<file path="config.mk">
export PLATFORM = sky130hd
export DESIGN_NAME = pc_next_unit
export DESIGN_NICKNAME = d
export VERILOG_FILES = /design/src/rtl/pc_next_unit.sv
export SDC_FILE = /design/constraint.sdc
export NUM_CORES = 1
export LEC_CHECK = 0
export BUFFER_PORTS_ARGS = -buffer_cell sky130_fd_sc_hd__buf_2
export CAP_MARGIN = 20
export CORE_MARGIN = 2
export CORE_UTILIZATION = 49
export DETAILED_ROUTE_END_ITERATION = 8
export GPL_ROUTABILITY_DRIVEN = 0
export PLACE_DENSITY = 0.8
export SLEW_MARGIN = 40
export SYNTH_ARGS = -nofsm -noshare
export SYNTH_HDL_FRONTEND = slang
export SYNTH_SLANG_ARGS = --single-unit
</file>
<file path="constraint.sdc">
create_clock -name clk -period 2.9 [get_ports clk]
set_input_delay 0.145 -clock clk [delete_from_list [all_inputs] [get_ports clk]]
set_output_delay 0.145 -clock clk [all_outputs]
set_load 0.02 [all_outputs]
</file>
<file path="src/rtl/pc_next_unit.sv">
// pc_next_unit: program-counter sequencer for the fetch stage.
// Computes the next PC from branch/jump/redirect state; optional RAS.
//
// Purpose:
//   Holds the architectural fetch PC and selects its next value from
//   sequential flow, taken branches, JAL, JALR, external redirects and
//   the misaligned-target trap vector. Optionally tracks call/return
//   addresses in a small circular return-address stack.
//
// Configuration:
//   PC_NEXT_RAS_EN  defined   -> return-address stack is built.
//                   undefined -> no RAS storage; ras_top=0, ras_empty=1.
//
// Ports:
//   clk, rst_n        clock, async active-low reset
//   stall             hold pc and RAS this cycle
//   redirect_valid    load redirect_pc (wins over stall)
//   redirect_pc       redirect target
//   jump              0..5 cond. branch, 6 JAL, 7 JALR
//   branch, zero      branch instruction / condition true
//   imm               branch/JAL offset
//   alu_result        JALR target (rs1+imm)
//   rd_link, rs1_link rd / rs1 is a link register (x1/x5)
//   pc                registered current PC
//   pc_next           value pc loads on the next unstalled edge
//   misalign_err      one-cycle pulse on a trapped target
//   ras_top           predicted return address (0 when empty)
//   ras_empty         RAS holds no entries
module pc_next_unit #(
   parameter int unsigned     XLEN         = 32,
   parameter logic [XLEN-1:0] RESET_VECTOR = 32'h0000_0000,
   parameter logic [XLEN-1:0] TRAP_VECTOR  = 32'h0000_0100,
   parameter int unsigned     RAS_DEPTH    = 4
) (
   input  logic            clk,
   input  logic            rst_n,
   input  logic            stall,
   input  logic            redirect_valid,
   input  logic [XLEN-1:0] redirect_pc,
   input  logic [2:0]      jump,
   input  logic            branch,
   input  logic            zero,
   input  logic [XLEN-1:0] imm,
   input  logic [XLEN-1:0] alu_result,
   input  logic            rd_link,
   input  logic            rs1_link,
   output logic [XLEN-1:0] pc,
   output logic [XLEN-1:0] pc_next,
   output logic            misalign_err,
   output logic [XLEN-1:0] ras_top,
   output logic            ras_empty
);

   logic [XLEN-1:0] pc_q;
   logic [XLEN-1:0] pc_d;
   logic            misalign_err_q;
   logic            misalign_err_d;

   logic [XLEN-1:0] seq_pc;
   logic [XLEN-1:0] rel_tgt;
   logic [XLEN-1:0] jr_tgt;
   logic [XLEN-1:0] raw_tgt;
   logic            taken;
   logic            is_jal;
   logic            is_jalr;
   logic            non_seq;
   logic            trap;
   logic            advance;

   // JALR target bit 0 is architecturally discarded.
   logic unused_alu_b0;
   assign unused_alu_b0 = alu_result[0];

   always_comb begin
      seq_pc  = pc_q + XLEN'(4);
      rel_tgt = pc_q + imm;
      jr_tgt  = {alu_result[XLEN-1:1], 1'b0};
      taken   = (jump <= 3'd5) & branch & zero;
      is_jal  = (jump == 3'd6);
      is_jalr = (jump == 3'd7);
      non_seq = taken | is_jal | is_jalr;

      raw_tgt = seq_pc;
      unique case (1'b1)
         taken,
         is_jal:  raw_tgt = rel_tgt;
         is_jalr: raw_tgt = jr_tgt;
         default: ;
      endcase

      // Bit 0 is always clear on the jump paths, so bit 1 alone
      // flags a non-word-aligned control-flow target.
      trap    = non_seq & raw_tgt[1];
      advance = ~redirect_valid & ~stall;

      if (redirect_valid) begin
         pc_d = redirect_pc;
      end else if (stall) begin
         pc_d = pc_q;
      end else if (trap) begin
         pc_d = TRAP_VECTOR;
      end else begin
         pc_d = raw_tgt;
      end

      misalign_err_d = advance & trap;
   end

   always_ff @(posedge clk or negedge rst_n) begin
      if (!rst_n) begin
         pc_q           <= RESET_VECTOR;
         misalign_err_q <= 1'b0;
      end else begin
         pc_q           <= pc_d;
         misalign_err_q <= misalign_err_d;
      end
   end

   assign pc           = pc_q;
   assign pc_next      = pc_d;
   assign misalign_err = misalign_err_q;

`ifdef PC_NEXT_RAS_EN

   localparam int unsigned PW = (RAS_DEPTH > 1) ? $clog2(RAS_DEPTH) : 1;
   localparam int unsigned CW = $clog2(RAS_DEPTH + 1);

   logic [XLEN-1:0] ras_q [RAS_DEPTH];
   logic [XLEN-1:0] ras_d [RAS_DEPTH];
   logic [PW-1:0]   sp_q;
   logic [PW-1:0]   sp_d;
   logic [PW-1:0]   sp_inc;
   logic [CW-1:0]   cnt_q;
   logic [CW-1:0]   cnt_d;
   logic            push;
   logic            pop;
   logic            swap;

   // sp_q indexes the newest entry; the buffer is circular so a push
   // into a full stack silently overwrites the oldest slot.
   always_comb begin
      push   = advance & (is_jal | is_jalr) & rd_link;
      pop    = advance & is_jalr & rs1_link & ~rd_link;
      swap   = push & is_jalr & rs1_link & (cnt_q != '0);
      sp_inc = sp_q + 1'b1;

      ras_d = ras_q;
      sp_d  = sp_q;
      cnt_d = cnt_q;

      if (swap) begin
         ras_d[sp_q] = seq_pc;
      end else if (push) begin
         sp_d         = sp_inc;
         ras_d[sp_inc] = seq_pc;
         if (cnt_q != CW'(RAS_DEPTH)) begin
            cnt_d = cnt_q + 1'b1;
         end
      end else if (pop && (cnt_q != '0)) begin
         sp_d  = sp_q - 1'b1;
         cnt_d = cnt_q - 1'b1;
      end
   end

   always_ff @(posedge clk or negedge rst_n) begin
      if (!rst_n) begin
         sp_q  <= '0;
         cnt_q <= '0;
         for (int i = 0; i < int'(RAS_DEPTH); i++) begin
            ras_q[i] <= '0;
         end
      end else begin
         sp_q  <= sp_d;
         cnt_q <= cnt_d;
         for (int i = 0; i < int'(RAS_DEPTH); i++) begin
            ras_q[i] <= ras_d[i];
         end
      end
   end

   assign ras_empty = (cnt_q == '0);
   assign ras_top   = ras_empty ? '0 : ras_q[sp_q];

`else

   logic unused_ras;
   assign unused_ras = rd_link ^ rs1_link;

   assign ras_top   = '0;
   assign ras_empty = 1'b1;

`endif

endmodule
</file>
### Word level (Yosys, flattened, before mapping)

Cells that the tools add are included.

* $add $sub $neg: 2
* order comparisons: 1
* equal/unequal tests: 2
* mux-type cells: 4
* bitwise operators: 9
* reduce and logical (&&, ||, !) cells: 1

Operator list (count)
* 32-bit 2-to-1 mux: 3
* 32-bit one-hot mux with 2 select lines: 1
* 32-bit by 3-bit adder with 32-bit output, second input constant: 1
* 32-bit adder: 1
* 3-bit == test, second input constant: 2
* 1-bit bitwise AND: 5
* 3-bit less-or-equal comparator, second input constant: 1
* 1-bit NOT: 2
* 1-bit bitwise OR: 2
* 2-bit OR reduction: 1

* flip-flop bits (word level): 33
* logic and storage cells: 21

### Logic depth before layout (Yosys ltp)

* depth in word-level cells: 9
* depth in mapped cells: 11

### Worst setup path after synthesis

No wires, ideal clock.

* kind: register to register
* start point: register pc_q[0], in the netlist pc[0]
* end point: register pc_q[16], in the netlist pc[16]
* setup time: 0.194 ns
* arrival: 2.714 ns
* setup slack: -0.008 ns
* cell stages (with the launch flop): 12
* buffers on the path: 0
* clock period less this slack: 2.908 ns
* cell sequence: dfrtp_1 > ha_1 > inv_1 > fa_1 > nor2b_1 > o2111ai_1 > a21oi_1 > o211ai_1 > a21oi_1 > or3_1 > a21oi_1 > a221oi_1

* longest elaborated chain between the ends: 6
* elaborated cells between the ends (all ways): 7
* those cells by class: add/sub (2); mux (4); bitwise (1)

Ends and longest elaborated chain
* from (decl): RTL line 54 `logic [XLEN-1:0] pc_q;`
* from (signal assigned): RTL line 114 `pc_q <= pc_d;`
* 32-bit by 3-bit adder with 32-bit output / 32-bit adder (equally long branches): RTL line 75, 76
* 32-bit one-hot mux with 2 select lines *: RTL line 84 `unique case (1'b1)`
* 1-bit bitwise AND: RTL line 93 `trap = non_seq & raw_tgt[1];`
* 32-bit 2-to-1 mux *: RTL line 100 `end else if (trap) begin`
* 32-bit 2-to-1 mux *: RTL line 98 `end else if (stall) begin`
* 32-bit 2-to-1 mux *: RTL line 96 `if (redirect_valid) begin`
* named net pc_next[16]: RTL line 48 `output logic [XLEN-1:0] pc_next,`

The timed path passes the listed nets; every way through them passes the cells marked *.

### Worst setup path after layout

* start point: register pc_q[2], in the netlist pc[2]
* end point: output pc_next[25]

* longest elaborated chain between the ends: 5
* elaborated cells between the ends (all ways): 6
* those cells by class: add/sub (2); mux (4)

Ends and longest elaborated chain (RTL line)
* 32-bit by 3-bit adder with 32-bit output / 32-bit adder (equally long branches): 75, 76
* 32-bit one-hot mux with 2 select lines *: 84
* 32-bit 2-to-1 mux *: 100
* 32-bit 2-to-1 mux *: 98
* 32-bit 2-to-1 mux *: 96
* to (decl): 48

Mark *: on every way between the ends. The rest lies on a longest branch, timed or not.

==> results_dict.tcl <==
set metrics [dict create \
    synthToLayoutAreaGrowth_pct 45.6 \
    clock-sinks 33 \
    row_count 35 \
    vias 6160 \
    max_stage_delay_ns 0.39 \
    via_per_inst 6.43 \
    setup_tns_ns -2.47 \
    dpl.cell_count 912 \
    path_clk_slew_ns 0.08 \
    worstSetupPathType "flip-flop to output port" \
    fin_cells 958 \
    critPathMostFrequentCell "nor2_4" \
    synth_top_cell_by_area "dfrtp_1" \
    drive_above_1_share_pct 41.4 \
    antenna_found_initial 0 \
    grt_pass1_vias 5599 \
    gr-total-overflow 0 \
    power_density_nw_per_um2 458 \
    final_common_cell "buf_2" \
    start_util_pct 50.2 \
    most-common-layout-cells "142 x buf_2, 94 x buf_4, 69 x nand2_1, 52 x a21oi_1, 35 x o21ai_0" \
    antenna_left 0 \
    leakagePower_nw 3.11 \
    tightest_slew_ns 0.804 \
    crit_required_ns 2.76 \
    die_x_um 101 \
    placed_area_um2 5700 \
    cp_max_fo 4 \
    nNetsFinal 985 \
    synthFlopType "dfrtp_1" \
    outcome "complete, but fails checks" \
    yosysSeqAreaShare_pct 18.0 \
    stdcell_area_um2 6690 \
    max_freq_mhz 316 \
    end_kind "output port" \
    start_kind "flip-flop" \
    maxCapViolations 0 \
    wirelength_um 19100 \
    synth_seq_cells 33 \
    utilization_pct 73.1 \
    clk_path_buf_depth 2 \
    grt_pass1_wl_um 26800 \
    hold_viol 0 \
    cts_buffers 5 \
    setup_slack_ns -0.266 \
    maxSlewViolCount 0 \
    netlist_area_um2 4600 \
    min_period_ns 3.17 \
    io_buffers 168 \
    hpwl_um 12600 \
    core_um2 9150 \
    tritoncts "yes" \
    cp_slowest_cell "a211oi_4" \
    clock_latency_ns 0.29 \
    rsz0062_at_grt "true" \
    worst_clock_skew_ns 0.00403 \
    hold_path.class "input port to flip-flop" \
    ir_worst_vdd_v 0.000275 \
    drc 0 \
    grt.total_usage_pct 33.3 \
    path_cells "ha_1, nand3_1, nor2_4, o2111ai_4, a211oi_4, nor2_4, a2111oi_4, mux2i_1, a2bb2oi_2, buf_6" \
    synth_top_area_share_pct 18.0 \
    grt_start_max_net_pins 47 \
    setup_viol 19 \
    ys_async_sr_fraction_pct 100 \
    synth.area.top_cells "dfrtp_1 18%, ha_1 8.7%, a21oi_1 6.9%" \
    violations "negative setup slack" \
    synth_edf_count 0 \
    yosysUniqueCellTypes 73 \
    syn_area_per_cell_um2 7.46 \
    drt_iter0_drc 549 \
    period_share_pct 109 \
    yosysWarnings 0 \
    die_h_um 101 \
    cts_root_buf "clkbuf_8" \
    relSlewSlack_pct 46.0 \
    postSynthCellCount 616 \
    die_area_um2 10200 \
    worst_ep_arrival_time_ns 3.02 \
    io_pins 205 \
    wl_per_cell_um 19.9 \
    htree_levels 2 \
    first_pass_iters 7 \
]
==> path summary, 6_finish.rpt <==
kind                                  from           end  slack [ns]  cells past startpoint
max                                  pc[2]   pc_next[25]       -0.27                     10
min                        redirect_pc[17]        pc[17]        0.08                      3
max reg2reg                          pc[0]        pc[28]        0.13                     12
min reg2reg                          pc[1]         pc[1]        0.67                      2
max in group asynchronous            rst_n        pc[20]        2.21                      2
min in group asynchronous            rst_n  misalign_err        0.36                      2
==> layer usage <==
metal	vias to the layer above	track usage [%]	wire, µm
met2	530	55.7	8730
li1	2691	-	-
met4	0	18.8	1280
met1	2800	40.4	7110
met3	139	5.55	1970
met5	-	0	0
==> critical path, delay by kind of cell (launching register included) <==
kind / cells / cell delay, ns
AO/OA/AOI/OAI: 4 / 1.11
AND/OR/NAND/NOR: 3 / 0.44
flip-flops: 1 / 0.38
adder cells (fa/ha/maj): 1 / 0.36
multiplexers: 1 / 0.30
buffers and inverters: 1 / 0.14
==> area by class of cell <==
class	count	area (µm²)
Antenna cell	1	2.50
Clock inverter	1	5.00
Clock buffer	7	96.3
Tap cell	111	139
Multi-Input combinational cell	534	3940
Timing Repair Buffer	254	1620
Sequential cell	33	826
Inverter	17	63.8
Fill cell	662	2460
==> logic make-up (layout without fill, tap and decap cells) <==
family	after synthesis	after routing	share of synthesized area [%]
AOI/OAI and AO/OA	225	225	32.5
and+or+nand+nor	197	197	21.6
buffers and inverters	80	279	9.50
xor gates and xnor gates	39	39	7.60
adders and majority gates	33	33	9.15
DFF	33	33	18.0
muxes	7	7	1.55
other	2	34	0.163
==> what timing repair did <==
action,CTS,global route
hold endpoints to repair,33,0
pin swaps,18,35
setup buffers,13,24
resized for setup,68,83
endpoints found under the setup margin,28,30
hold buffers,1,0
cloned,0,1
==> report_power, final <==
group	internal (mW)	switching, mW
clock network	0.215	0.196
logic	0.861	1.20
registers	0.521	0.0712
total	1.60	1.47
==> cells in the mapped netlist, drive strengths merged (8+ instances only) <==
cell type   n
dfrtp      33
xor2       20
a21oi      64
o221ai     14
ha         32
and3       11
nand4      11
nor2       39
buf        42
nand3      20
nor3       11
xnor2      19
a21o       11
a211oi     11
inv        16
o211ai     12
o21ai      53
a31oi       8
nand2      72
clkbuf     21
==> sequential cells by signal, summed over array words and instances (netlist names) <==
register      flops
misalign_err      1
pc               32
==> metrics by stage <==
stage	hold slack (ns)	worst slack [ns]	power (mW)
finish	0.0802	-0.266	3.06
global route	0.0868	-0.340	3.22
CTS	0.0923	-0.180	2.79
detailed placement	0.292	-0.0523	2.21
global placement	0.285	0.0383	2.17
floorplan	-0.151	0.00408	1.69
Note: power is estimated with default switching activity, not from simulation.
